$ cat src/rtl/mult_pkg.sv
// Shared definitions for the sequential shift-add multiplier.
package mult_pkg;

  // Default operand width; the product is twice this wide.
  localparam int DEFAULT_WIDTH = 32;

  // Iteration counter width for the default operand width.
  localparam int COUNT_W = $clog2(DEFAULT_WIDTH);

  // Controller states.
  typedef enum logic [1:0] {
    S_IDLE = 2'd0,
    S_RUN  = 2'd1,
    S_DONE = 2'd2
  } state_t;

  // Counter width for an arbitrary operand width, never narrower than one bit.
  function automatic int count_width(input int width);
    return (width > 1) ? $clog2(width) : 1;
  endfunction

endpackage

$ cat src/rtl/mult_step.sv
// One shift-add iteration: add the multiplicand into the upper half of the
// work register when its lsb is set, then shift the whole register right.
module mult_step
  import mult_pkg::*;
#(
  parameter int WIDTH = DEFAULT_WIDTH
) (
  input  logic [2*WIDTH:0]   p,
  input  logic [WIDTH-1:0]   mcand,
  output logic [2*WIDTH:0]   p_next
);

  logic [WIDTH:0]   upper_sum;
  logic [2*WIDTH:0] added;

  // The carry bit p[2W] is always zero entering an iteration (it was shifted
  // down on the previous step), so adding over p[2W:W] equals adding over
  // p[2W-1:W] with the carry landing in bit 2W.
  always_comb begin
    upper_sum = p[2*WIDTH:WIDTH] + {1'b0, mcand};
    added     = p[0] ? {upper_sum, p[WIDTH-1:0]} : p;
    p_next    = added >> 1;
  end

endmodule

$ cat src/rtl/mult32_seq.sv
// Sequential unsigned multiplier: one shift-add iteration per cycle, a
// one-cycle done strobe and a registered product held until the next result.
module mult32_seq
  import mult_pkg::*;
#(
  parameter int WIDTH = DEFAULT_WIDTH
) (
  input  logic                 clk,
  input  logic                 rst,
  input  logic                 start,
  input  logic [WIDTH-1:0]     a,
  input  logic [WIDTH-1:0]     b,
  output logic                 busy,
  output logic                 done,
  output logic [2*WIDTH-1:0]   product
);

  localparam int CW = count_width(WIDTH);
  localparam logic [CW-1:0] LAST_COUNT = CW'(WIDTH - 1);

  state_t            state;
  logic [CW-1:0]     count;
  logic [WIDTH-1:0]  mcand;
  logic [2*WIDTH:0]  p;
  logic [2*WIDTH:0]  p_next;

  mult_step #(
    .WIDTH(WIDTH)
  ) u_step (
    .p      (p),
    .mcand  (mcand),
    .p_next (p_next)
  );

  // Controller, datapath registers and registered busy/done outputs.
  always_ff @(posedge clk) begin
    if (rst) begin
      state   <= S_IDLE;
      count   <= '0;
      mcand   <= '0;
      p       <= '0;
      product <= '0;
      busy    <= 1'b0;
      done    <= 1'b0;
    end else begin
      case (state)
        S_IDLE: begin
          done <= 1'b0;
          if (start) begin
            mcand <= a;
            p     <= {{(WIDTH + 1){1'b0}}, b};
            count <= '0;
            busy  <= 1'b1;
            state <= S_RUN;
          end
        end
        S_RUN: begin
          p     <= p_next;
          count <= count + 1'b1;
          if (count == LAST_COUNT) begin
            product <= p_next[2*WIDTH-1:0];
            busy    <= 1'b0;
            done    <= 1'b1;
            state   <= S_DONE;
          end
        end
        S_DONE: begin
          done  <= 1'b0;
          state <= S_IDLE;
        end
        default: begin
          busy  <= 1'b0;
          done  <= 1'b0;
          state <= S_IDLE;
        end
      endcase
    end
  end

endmodule

$ cat config.mk
export PLATFORM = sky130hd
export DESIGN_NAME = mult32_seq
export DESIGN_NICKNAME = d
export VERILOG_FILES = /design/src/rtl/mult_pkg.sv /design/src/rtl/mult_step.sv /design/src/rtl/mult32_seq.sv
export SDC_FILE = /design/constraint.sdc
export NUM_CORES = 1
export LEC_CHECK = 0
export CAP_MARGIN = 30
export CORE_MARGIN = 1
export CORE_UTILIZATION = 50
export CTS_BUF_LIST = sky130_fd_sc_hd__clkbuf_16
export DETAILED_ROUTE_END_ITERATION = 8
export GPL_ROUTABILITY_DRIVEN = 0
export HOLD_SLACK_MARGIN = 0.02
export PLACE_DENSITY = 0.74
export REMOVE_ABC_BUFFERS = 1
export SLEW_MARGIN = 20
export SYNTH_ARGS = -nofsm -noshare
export SYNTH_HDL_FRONTEND = slang
export SYNTH_SLANG_ARGS = --single-unit
$ cat constraint.sdc
create_clock -name clk -period 2.65 [get_ports clk]
set_input_delay 0.53 -clock clk [delete_from_list [all_inputs] [get_ports clk]]
set_output_delay 0.53 -clock clk [all_outputs]
set_load 0.005 [all_outputs]
==> impl_metrics.toml, run 1 <==
[sta]
hold_viol = 0
drv_slew = 0
timing.final.ws_setup_ns = 0.0428
fmax_mhz = 384
setup_tns_ns = 0
layout_min_cycle_time_ns = 2.61
max-slew-margin-rel = 0.470
timing.hold.ws_ns = 0.458
finalCritPeriodShare = 0.984
finClkSkew_ns = 0.0102
tightest_slew_ns = 0.794
setup_viol = 0
rsz0062_at_grt = "true"

[detailed_routing]
post_drt_via_cell_ratio = 5.62
drt_first_pass_iters = 5
drc = 0
ant_nets = 0
drt_wl_total_um = 20400
vias = 7213
drtIter0Drc = 502
routedWlPerCell_um = 15.9

[finish]
drive_above_1_share = 0.104
fin_cells = 1283
final_area_um2 = 10200
diodes = 0
fin_nets = 1161
syn2layout_area_growth_pct = 29.1
layout_common_cells = "nand2_1 (182), dfxtp_1 (163), clkdlybuf4s50_1 (131), nor2_1 (93), a21oi_1 (74)"
final_common_cell = "nand2_1"

[placement]
place_inst = 1248
detailedPlace.worstSlack_ns = -0.0886
dpl_cell_area_um2 = 9530
dp.final_hpwl_um = 13800
numPortBuffers = 132

[floorplanning]
rows = 45
die_h_um = 128
io_pins = 133
dieArea_um2 = 16400
core_um2 = 15400
start_util = 0.516
die_w_um = 128

[hold_path]
hp-start = "count[3]$_SDFFE_PP0P_"
min_to = "count[3]$_SDFFE_PP0P_"
hold_path_depth = 1
hp-class = "reg -> reg"

[synth]
avgSynthCellArea_um2 = 8.41
synth_seq_area_share = 0.426
synth_edf_count = 0
ys_warn_count = 0
syn_area_um2 = 7940
synth_seq_cells = 169
async_flop_share = 0
yosys_most_used_dff = "dfxtp_1"
synth_cell_types = 59
synth_cells = 944

[clock_network]
clkLatencyLatePin_ns = 0.43
clkTransAtPathRegs_ns = 0.07
tritoncts = "built"
cts_htree_levels = 4
cts_sinks = 169
clk_path_buf_depth = 2
root_buffer = "clkbuf_16"
hold_buffers = 0
cts_buffers = 17

[critical_path]
crit_chain = "buf_4 > fa_2 > a21oi_2 > nor2_2 > o21ai_2 > a21oi_1 > o21a_2 > o31a_1 > o211ai_1 > nor2_1 > nor3_1"
worst-r2r-setup-slack_ns = 0.04
path_class = "reg -> reg"
cp_top_family = "compound AO/OA/AOI/OAI gates"
setup.worst_path.end_class = "register"
cp_max_fo = 4
slowest_delay_ns = 0.38
worstPathRequired_ns = 3.00
reg2reg_depth = 11
startpoint_type = "register"
slowest_stage = "fa_2"
rr_endpoint = "product[61]$_SDFFE_PP0P_"
crit_buf_inv = 1
r2r-start = "p[33]$_SDFFE_PP0P_"
cp.arrival_ns = 2.96

[global_routing]
antenna_found_initial = 0
grt_start_max_net_pins = 72
grt_pass1_vias = 6628
grt.met2_usage = 0.402
grt_pass1_wl_um = 32800
grtUsageMet3 = 0.0488
grt_usage = 0.254
gr-max-usage-layer = "met2"
met1_usage = 0.347
overflow = 0

[pwr]
powerDensity_nw_per_um2 = 573
ir_drop_mv = 0.460
cellLeakagePower_nw = 3.89

[flow_run]
cap_violations = 0

[outcome]
outcome = "completed"
## state kept, by name (all words and copies together), names as in the netlist
register,count
p,64
product,64
mcand,32
count,5
state,2
busy,1
done,1
## worst max path at each step
stage	cells past startpoint	endpoint	start
3_3_place_gp	11	product[61]$_SDFFE_PP0P_	mcand[0]$_SDFFE_PP0P_
5_1_grt	10	product[54]$_SDFFE_PP0P_	mcand[2]$_SDFFE_PP0P_
4_1_cts	11	product[62]$_SDFFE_PP0P_	mcand[0]$_SDFFE_PP0P_
6_report	11	product[61]$_SDFFE_PP0P_	p[33]$_SDFFE_PP0P_
3_5_place_dp	11	product[61]$_SDFFE_PP0P_	mcand[0]$_SDFFE_PP0P_
2_1_floorplan	4	product[0]$_SDFFE_PP0P_	state[1]$_SDFFE_PP0P_
## through the flow
step / total power, W / utilization
global route: 0.00607 / 0.667
detailed placement: 0.00336 / 0.620
floorplan: 0.00308 / -
CTS: 0.00589 / 0.660
global placement: 0.00335 / 0.619
finish: 0.00587 / 0.667
## cells by family (layout without fill, tap and decap cells)
logic type / Yosys count / in the layout / share of synthesized area
AO/OA/AOI/OAI: 280 / 280 / 0.247
XOR/XNOR: 25 / 25 / 0.0276
adder cells (fa/ha/maj): 35 / 35 / 0.0561
buffers and inverters: 79 / 207 / 0.0386
flip-flops: 169 / 169 / 0.426
multiplexers: 20 / 20 / 0.0252
AND/OR/NAND/NOR: 336 / 336 / 0.180
## Yosys cell counts, drive strengths merged, types with 4 or more instances
library cell | count | area, um^2
a211oi | 24 | 195
xor2 | 9 | 78.8
buf | 13 | 58.8
dfxtp | 169 | 3380
nor2b | 8 | 50.1
nand4 | 11 | 68.8
nand3 | 7 | 35.0
ha | 34 | 425
inv | 11 | 41.3
xnor2 | 16 | 140
nand2 | 182 | 683
a311oi | 34 | 298
a22o | 38 | 333
o21ai | 52 | 260
nor2 | 97 | 364
nor3 | 5 | 25.0
mux2i | 20 | 200
o21bai | 8 | 63.8
clkbuf | 55 | 206
a21o | 14 | 106
a21oi | 79 | 418
a31oi | 6 | 37.5
nand2b | 6 | 37.5
o211ai | 4 | 35.0
## layout make-up
cell class / instances / area, um^2
Multi-Input combinational cell: 696 / 4350
Sequential cell: 169 / 3400
Clock buffer: 17 / 425
Inverter: 11 / 41.3
Tap cell: 211 / 264
Fill cell: 1301 / 5120
Timing Repair Buffer: 164 / 1590
Clock inverter: 15 / 176
## layer usage
| layer | part of all wire | routed length (um) | vias up |
|---|---|---|---|
| met1 | 0.47 | 9550 | 3383 |
| met2 | 0.46 | 9400 | 209 |
| met5 | 0 | 0 | - |
| li1 | - | - | 3591 |
| met4 | 0.019 | 379 | 0 |
| met3 | 0.051 | 1050 | 30 |
## what timing repair did
action | in CTS | in global routing
gates resized for setup | 2 | 25
buffers inserted | 0 | 3
pin swaps | 1 | 21
endpoints found under the setup margin | 7 | 29
## power by group
part | switching [W] | leakage, nW | internal [W]
Combinational | 0.000356 | 2.22 | 0.000268
Clock | 0.00106 | 0.295 | 0.00148
Sequential | 0.0000680 | 1.38 | 0.00263
Note: power is estimated with default switching activity, not from simulation.
==> run 2, diff against run 1 <==
Clock period 2.65 ns to 2.6 ns, I/O delays scaled along.
==> impl_metrics.toml, run 2 (synthesis results as in run 1) <==
[global_routing]
gr-max-usage-layer = "met2"
grt_pass1_vias = 6881
grt_start_max_net_pins = 67
grtUsageMet3 = 0.0518
grt.met2_usage = 0.425
grt_usage = 0.260
grt_pass1_wl_um = 33700
overflow = 0
met1_usage = 0.344
antenna_found_initial = 0

[finish]
syn2layout_area_growth_pct = 30.8
final_common_cell = "nand2_1"
layout_common_cells = "nand2_1 (182), dfxtp_1 (164), clkdlybuf4s50_1 (131), nor2_1 (92), a21oi_1 (73)"
multiInputGateArea_um2 = 4390
regArea_um2 = 3390
top_regs = "p x64, product x64, mcand x32"
diodes = 0
fin_nets = 1168
fillCellCount = 1283
fin_cells = 1290
drive_above_1_share = 0.112

[clock_network]
cts_buffers = 17
cts_sinks = 169
clkLatencyLatePin_ns = 0.43
clkTransAtPathRegs_ns = 0.06
cts_htree_levels = 4
hold_buffers = 0
root_buffer = "clkbuf_16"
tritoncts = "built"
clk_path_buf_depth = 2

[floorplanning]
io_pins = 133
core_um2 = 15400
die_h_um = 128
die_w_um = 128
rows = 45
dieArea_um2 = 16400
start_util = 0.516

[sta]
finalCritPeriodShare = 1.01
drv_slew = 0
timing.hold.ws_ns = 0.458
hold_viol = 0
fmax_mhz = 382
max-slew-margin-rel = 0.466
rsz0062_at_grt = "true"
finClkSkew_ns = 0.00897
setup_viol = 5
timing.final.ws_setup_ns = -0.0155
layout_min_cycle_time_ns = 2.62
tightest_slew_ns = 0.800

[critical_path]
crit_chain = "ha_4 > a211oi_4 > o21bai_2 > a21oi_2 > o211ai_2 > a41o_4 > a221oi_4 > o31ai_2 > xnor2_1 > a311oi_1"
startpoint_type = "register"
cp_max_fo = 3
slowest_stage = "dfxtp_4"
cp.arrival_ns = 2.95
path_class = "reg -> reg"
slowest_delay_ns = 0.36
worstPathRequired_ns = 2.93
setup.worst_path.end_class = "register"

[detailed_routing]
ant_nets = 0
routedWlPerCell_um = 16.1
drc = 0
vias = 7299
drtIter0Drc = 561
drt_wl_total_um = 20800
post_drt_via_cell_ratio = 5.66
drt_first_pass_iters = 5

[outcome]
outcome = "finished with violations"
violations = "negative setup slack"

[pwr]
powerDensity_nw_per_um2 = 586
cellLeakagePower_nw = 3.97
ir_drop_mv = 0.485

[flow_run]
cap_violations = 0

[placement]
numPortBuffers = 132
dp.final_hpwl_um = 13600
detailedPlace.worstSlack_ns = -0.0862
place_inst = 1255

[hold_path]
hp-class = "reg -> reg"
[run 2: worst max-delay path: cells and delay by family, from the launching register on]
family,cells,cell delay (ns)
xor gates and xnor gates,1,0.16
AOI/OAI and AO/OA,8,1.73
adders and majority gates,1,0.25
DFF,1,0.36
[run 2: cell type report]
type                       instances  share of cell area
tap                              211              0.0254
clock buffer                      17              0.0410
sequential                       169               0.327
timing repair buffer             171               0.160
multi-input combinational        696               0.423
inverter                          11             0.00398
clock inverter                    15              0.0192
[run 2: repair_timing]
action | 4_1_cts | 5_1_grt
endpoints found under the setup margin | 17 | 33
pin swaps | 5 | 20
buffers inserted | 1 | 2
gates resized for setup | 3 | 31
[run 2: worst paths after layout]
path	startpoint	to	slack [ns]	cells past startpoint
max	mcand[1]$_SDFFE_PP0P_	product[62]$_SDFFE_PP0P_	-0.02	10
min	product[47]$_SDFFE_PP0P_	product[47]$_SDFFE_PP0P_	0.46	2
max reg2reg	mcand[1]$_SDFFE_PP0P_	product[62]$_SDFFE_PP0P_	-0.02	10
min reg2reg	product[47]$_SDFFE_PP0P_	product[47]$_SDFFE_PP0P_	0.46	2
[run 2: stage by stage]
stage	total power [W]	cell area [um^2]	util	setup TNS, ns
after floorplan	0.00314	7670	-	-178.86
after global placement	0.00343	9610	0.625	-0.108
after detailed placement	0.00344	9610	0.625	-0.265
after CTS	0.00610	10300	0.667	0
after global routing	0.00631	10400	0.675	-2.40
final	0.00608	10400	0.675	-0.0282
[run 2: power by group]
part / switching [W] / leakage [nW] / internal [W]
clock: 0.00107 / 0.295 / 0.00161
sequential: 0.0000700 / 1.38 / 0.00268
combinational: 0.000369 / 2.30 / 0.000281
total: 0.00151 / 3.97 / 0.00457
[run 2: layer usage]
| metal | share of wire | vias to the layer above |
|---|---|---|
| met5 | 0 | - |
| met4 | 0.018 | 0 |
| met3 | 0.054 | 31 |
| met2 | 0.46 | 215 |
| met1 | 0.46 | 3451 |
| li1 | - | 3602 |
==> run 3, diff against run 2 <==
Settings changed: MAX_ROUTING_LAYER from default to met4, PLACE_DENSITY 0.74 to 0.73, SYNTH_HIERARCHICAL from default to 1.
==> impl_metrics.toml, run 3 <==
[floorplanning]
core_um2 = 16800
die_h_um = 134
dieArea_um2 = 18000
die_w_um = 134
rows = 47
io_pins = 133
start_util = 0.520

[outcome]
outcome = "finished with violations"
violations = "negative setup slack"

[placement]
detailedPlace.worstSlack_ns = -0.309
dp.final_hpwl_um = 13800
numPortBuffers = 132
place_inst = 1336

[critical_path]
crit_chain = "ha_4 > fa_2 > a21o_1 > a221oi_4 > nand3_2 > a21bo_4 > a31oi_4 > xnor2_1 > mux2_4 > a22o_1"
crit_buf_inv = 0
slowest_stage = "dfxtp_2"
cp_top_family = "compound AO/OA/AOI/OAI gates"
path_class = "reg -> reg"
setup.worst_path.end_class = "register"
cp.arrival_ns = 3.05
cp_max_fo = 5
startpoint_type = "register"
slowest_delay_ns = 0.34
worstPathRequired_ns = 2.91

[sta]
fmax_mhz = 365
drv_slew = 0
layout_min_cycle_time_ns = 2.74
timing.hold.ws_ns = 0.453
tightest_slew_ns = 0.592
rsz0062_at_grt = "true"
max-slew-margin-rel = 0.605
timing.final.ws_setup_ns = -0.143
hold_viol = 0
finalCritPeriodShare = 1.06
setup_viol = 15
finClkSkew_ns = 0.0103

[global_routing]
grt_start_max_net_pins = 43
overflow = 0
antenna_found_initial = 0
grt_pass1_vias = 7261
grt_pass1_wl_um = 35200
grt_usage = 0.251

[clock_network]
cts_buffers = 17
clk_path_buf_depth = 2
clkTransAtPathRegs_ns = 0.07
hold_buffers = 0
tritoncts = "built"
root_buffer = "clkbuf_16"
cts_htree_levels = 4
cts_sinks = 170
clkLatencyLatePin_ns = 0.43

[detailed_routing]
routedWlPerCell_um = 16.0
drc = 0
drtIter0Drc = 477
post_drt_via_cell_ratio = 5.57
drt_wl_total_um = 22100
vias = 7691
ant_nets = 0
drt_first_pass_iters = 5

[synth]
synth_top_cell_area_share = 0.389
netlist_top_cells_area = "dfxtp_1 (39%), nand2_1 (9.2%), a21oi_1 (7.4%), ha_1 (4.9%), nor2_1 (4.0%)"
ys_warn_count = 6
yosys_most_used_dff = "dfxtp_1"
syn_area_um2 = 8750
yosys.cell_count.top_type = "nand2_1"
synth_cell_types = 66
synth_cells = 1041
synth_seq_cells = 170
ys_top_cells_by_count = "nand2_1 (214), dfxtp_1 (170), a21oi_1 (129)"
synth_edf_count = 0
synth_seq_area_share = 0.389
async_flop_share = 0
avgSynthCellArea_um2 = 8.40
yosysTopAreaCell = "dfxtp_1"

[finish]
fin_nets = 1249
syn2layout_area_growth_pct = 27.9
final_common_cell = "nand2_1"
top_regs = "p x65, product x64, mcand x32"
diodes = 0
drive_above_1_share = 0.203
fin_cells = 1380
multiInputGateArea_um2 = 5080
layout_common_cells = "nand2_1 (210), dfxtp_1 (160), clkdlybuf4s50_1 (131), a21oi_1 (120), nor2_1 (93)"
regMostFlops = "p"
regArea_um2 = 3420
fillCellCount = 1390
largest_reg_flops = 65

[pwr]
sw_frac_of_total = 0.264
clkPwrFrac = 0.426
p_int_w = 0.00448
fin_total_pwr_w = 0.00608
seq_power_share = 0.456
powerDensity_nw_per_um2 = 543
cellLeakagePower_nw = 4.37
combPwrFrac = 0.118
ir_drop_mv = 0.434
switchingPower_w = 0.00160

[hold_path]
hp-class = "reg -> reg"

[flow_run]
cap_violations = 0
-- run 3: changes by cell type after synthesis, moves of 26 or more --
cell,previous run,this run
o21ai_0,43,17
nor2_2,0,28
buf_2,2,30
a21oi_1,75,129
buf_4,2,37
nand2_1,182,214
clkbuf_1,55,21
nor4_2,2,28
a311oi_1,34,1
-- run 3: area by class of cell --
| class | count | share of cell area |
|---|---|---|
| clock buffers | 17 | 0.0380 |
| clock inverters | 15 | 0.0158 |
| inverters | 3 | 0.00101 |
| multi-input cells | 766 | 0.454 |
| flip-flops and latches | 170 | 0.305 |
| well taps | 220 | 0.0246 |
| repair buffers | 189 | 0.161 |
-- run 3: repair_timing --
item                                    in CTS  in global routing
buffers inserted                             4                  9
pin swaps                                   17                 44
resized for setup                           22                 57
gates cloned                                 0                  0
endpoints found under the setup margin      40                 38
-- run 3: cells by family after synthesis --
logic type	after synthesis	synth area share
multiplexers	23	0.0293
XOR/XNOR	23	0.0230
other	1	0.000429
AO/OA/AOI/OAI	259	0.195
buffers and inverters	105	0.0721
flip-flops	170	0.389
adder cells (fa/ha/maj)	35	0.0509
AND/OR/NAND/NOR	425	0.241
-- run 3: worst min-delay path, cell delays in order (launching register included) --
cell     delay (ns)
dfxtp_1        0.31
nand2_1        0.05
a21oi_1        0.05
-- run 3: per-stage QoR --
| step | area (um^2) | utilization | TNS [ns] |
|---|---|---|---|
| floorplan | 8130 | - | -0.289 |
| global placement | 10100 | 0.602 | -3.13 |
| detailed placement | 10100 | 0.602 | -3.93 |
| CTS | 10900 | 0.647 | -0.190 |
| global route | 11200 | 0.665 | -2.24 |
| finish | 11200 | 0.665 | -0.735 |
-- run 3: path summary, 6_finish.rpt --
check	to	startpoint	cells after the start	slack, ns
worst max-delay path	p[57]$_SDFFE_PP0P_	mcand[0]$_SDFFE_PP0P_	10	-0.14
worst max register to register	p[57]$_SDFFE_PP0P_	mcand[0]$_SDFFE_PP0P_	10	-0.14
worst min-delay path	product[2]$_SDFFE_PP0P_	product[2]$_SDFFE_PP0P_	2	0.45
worst min register to register	product[2]$_SDFFE_PP0P_	product[2]$_SDFFE_PP0P_	2	0.45
-- run 3: power by group through the flow --
stage	clock network, W	logic (W)	registers [W]
floorplan	0	0.000381	0.00282
CTS	0.00264	0.000692	0.00277
finish	0.00259	0.000717	0.00277
global route	0.00275	0.000787	0.00279
global placement	0	0.000670	0.00282
detailed placement	0	0.000680	0.00283
-- run 3: per-layer routing --
layer | GRT usage | routed length, um | vias to the layer above
met5 | - | 0 | -
met4 | 0.0737 | 351 | 0
met3 | 0.0450 | 971 | 38
met2 | 0.406 | 10700 | 205
met1 | 0.318 | 10100 | 3647
li1 | - | - | 3801
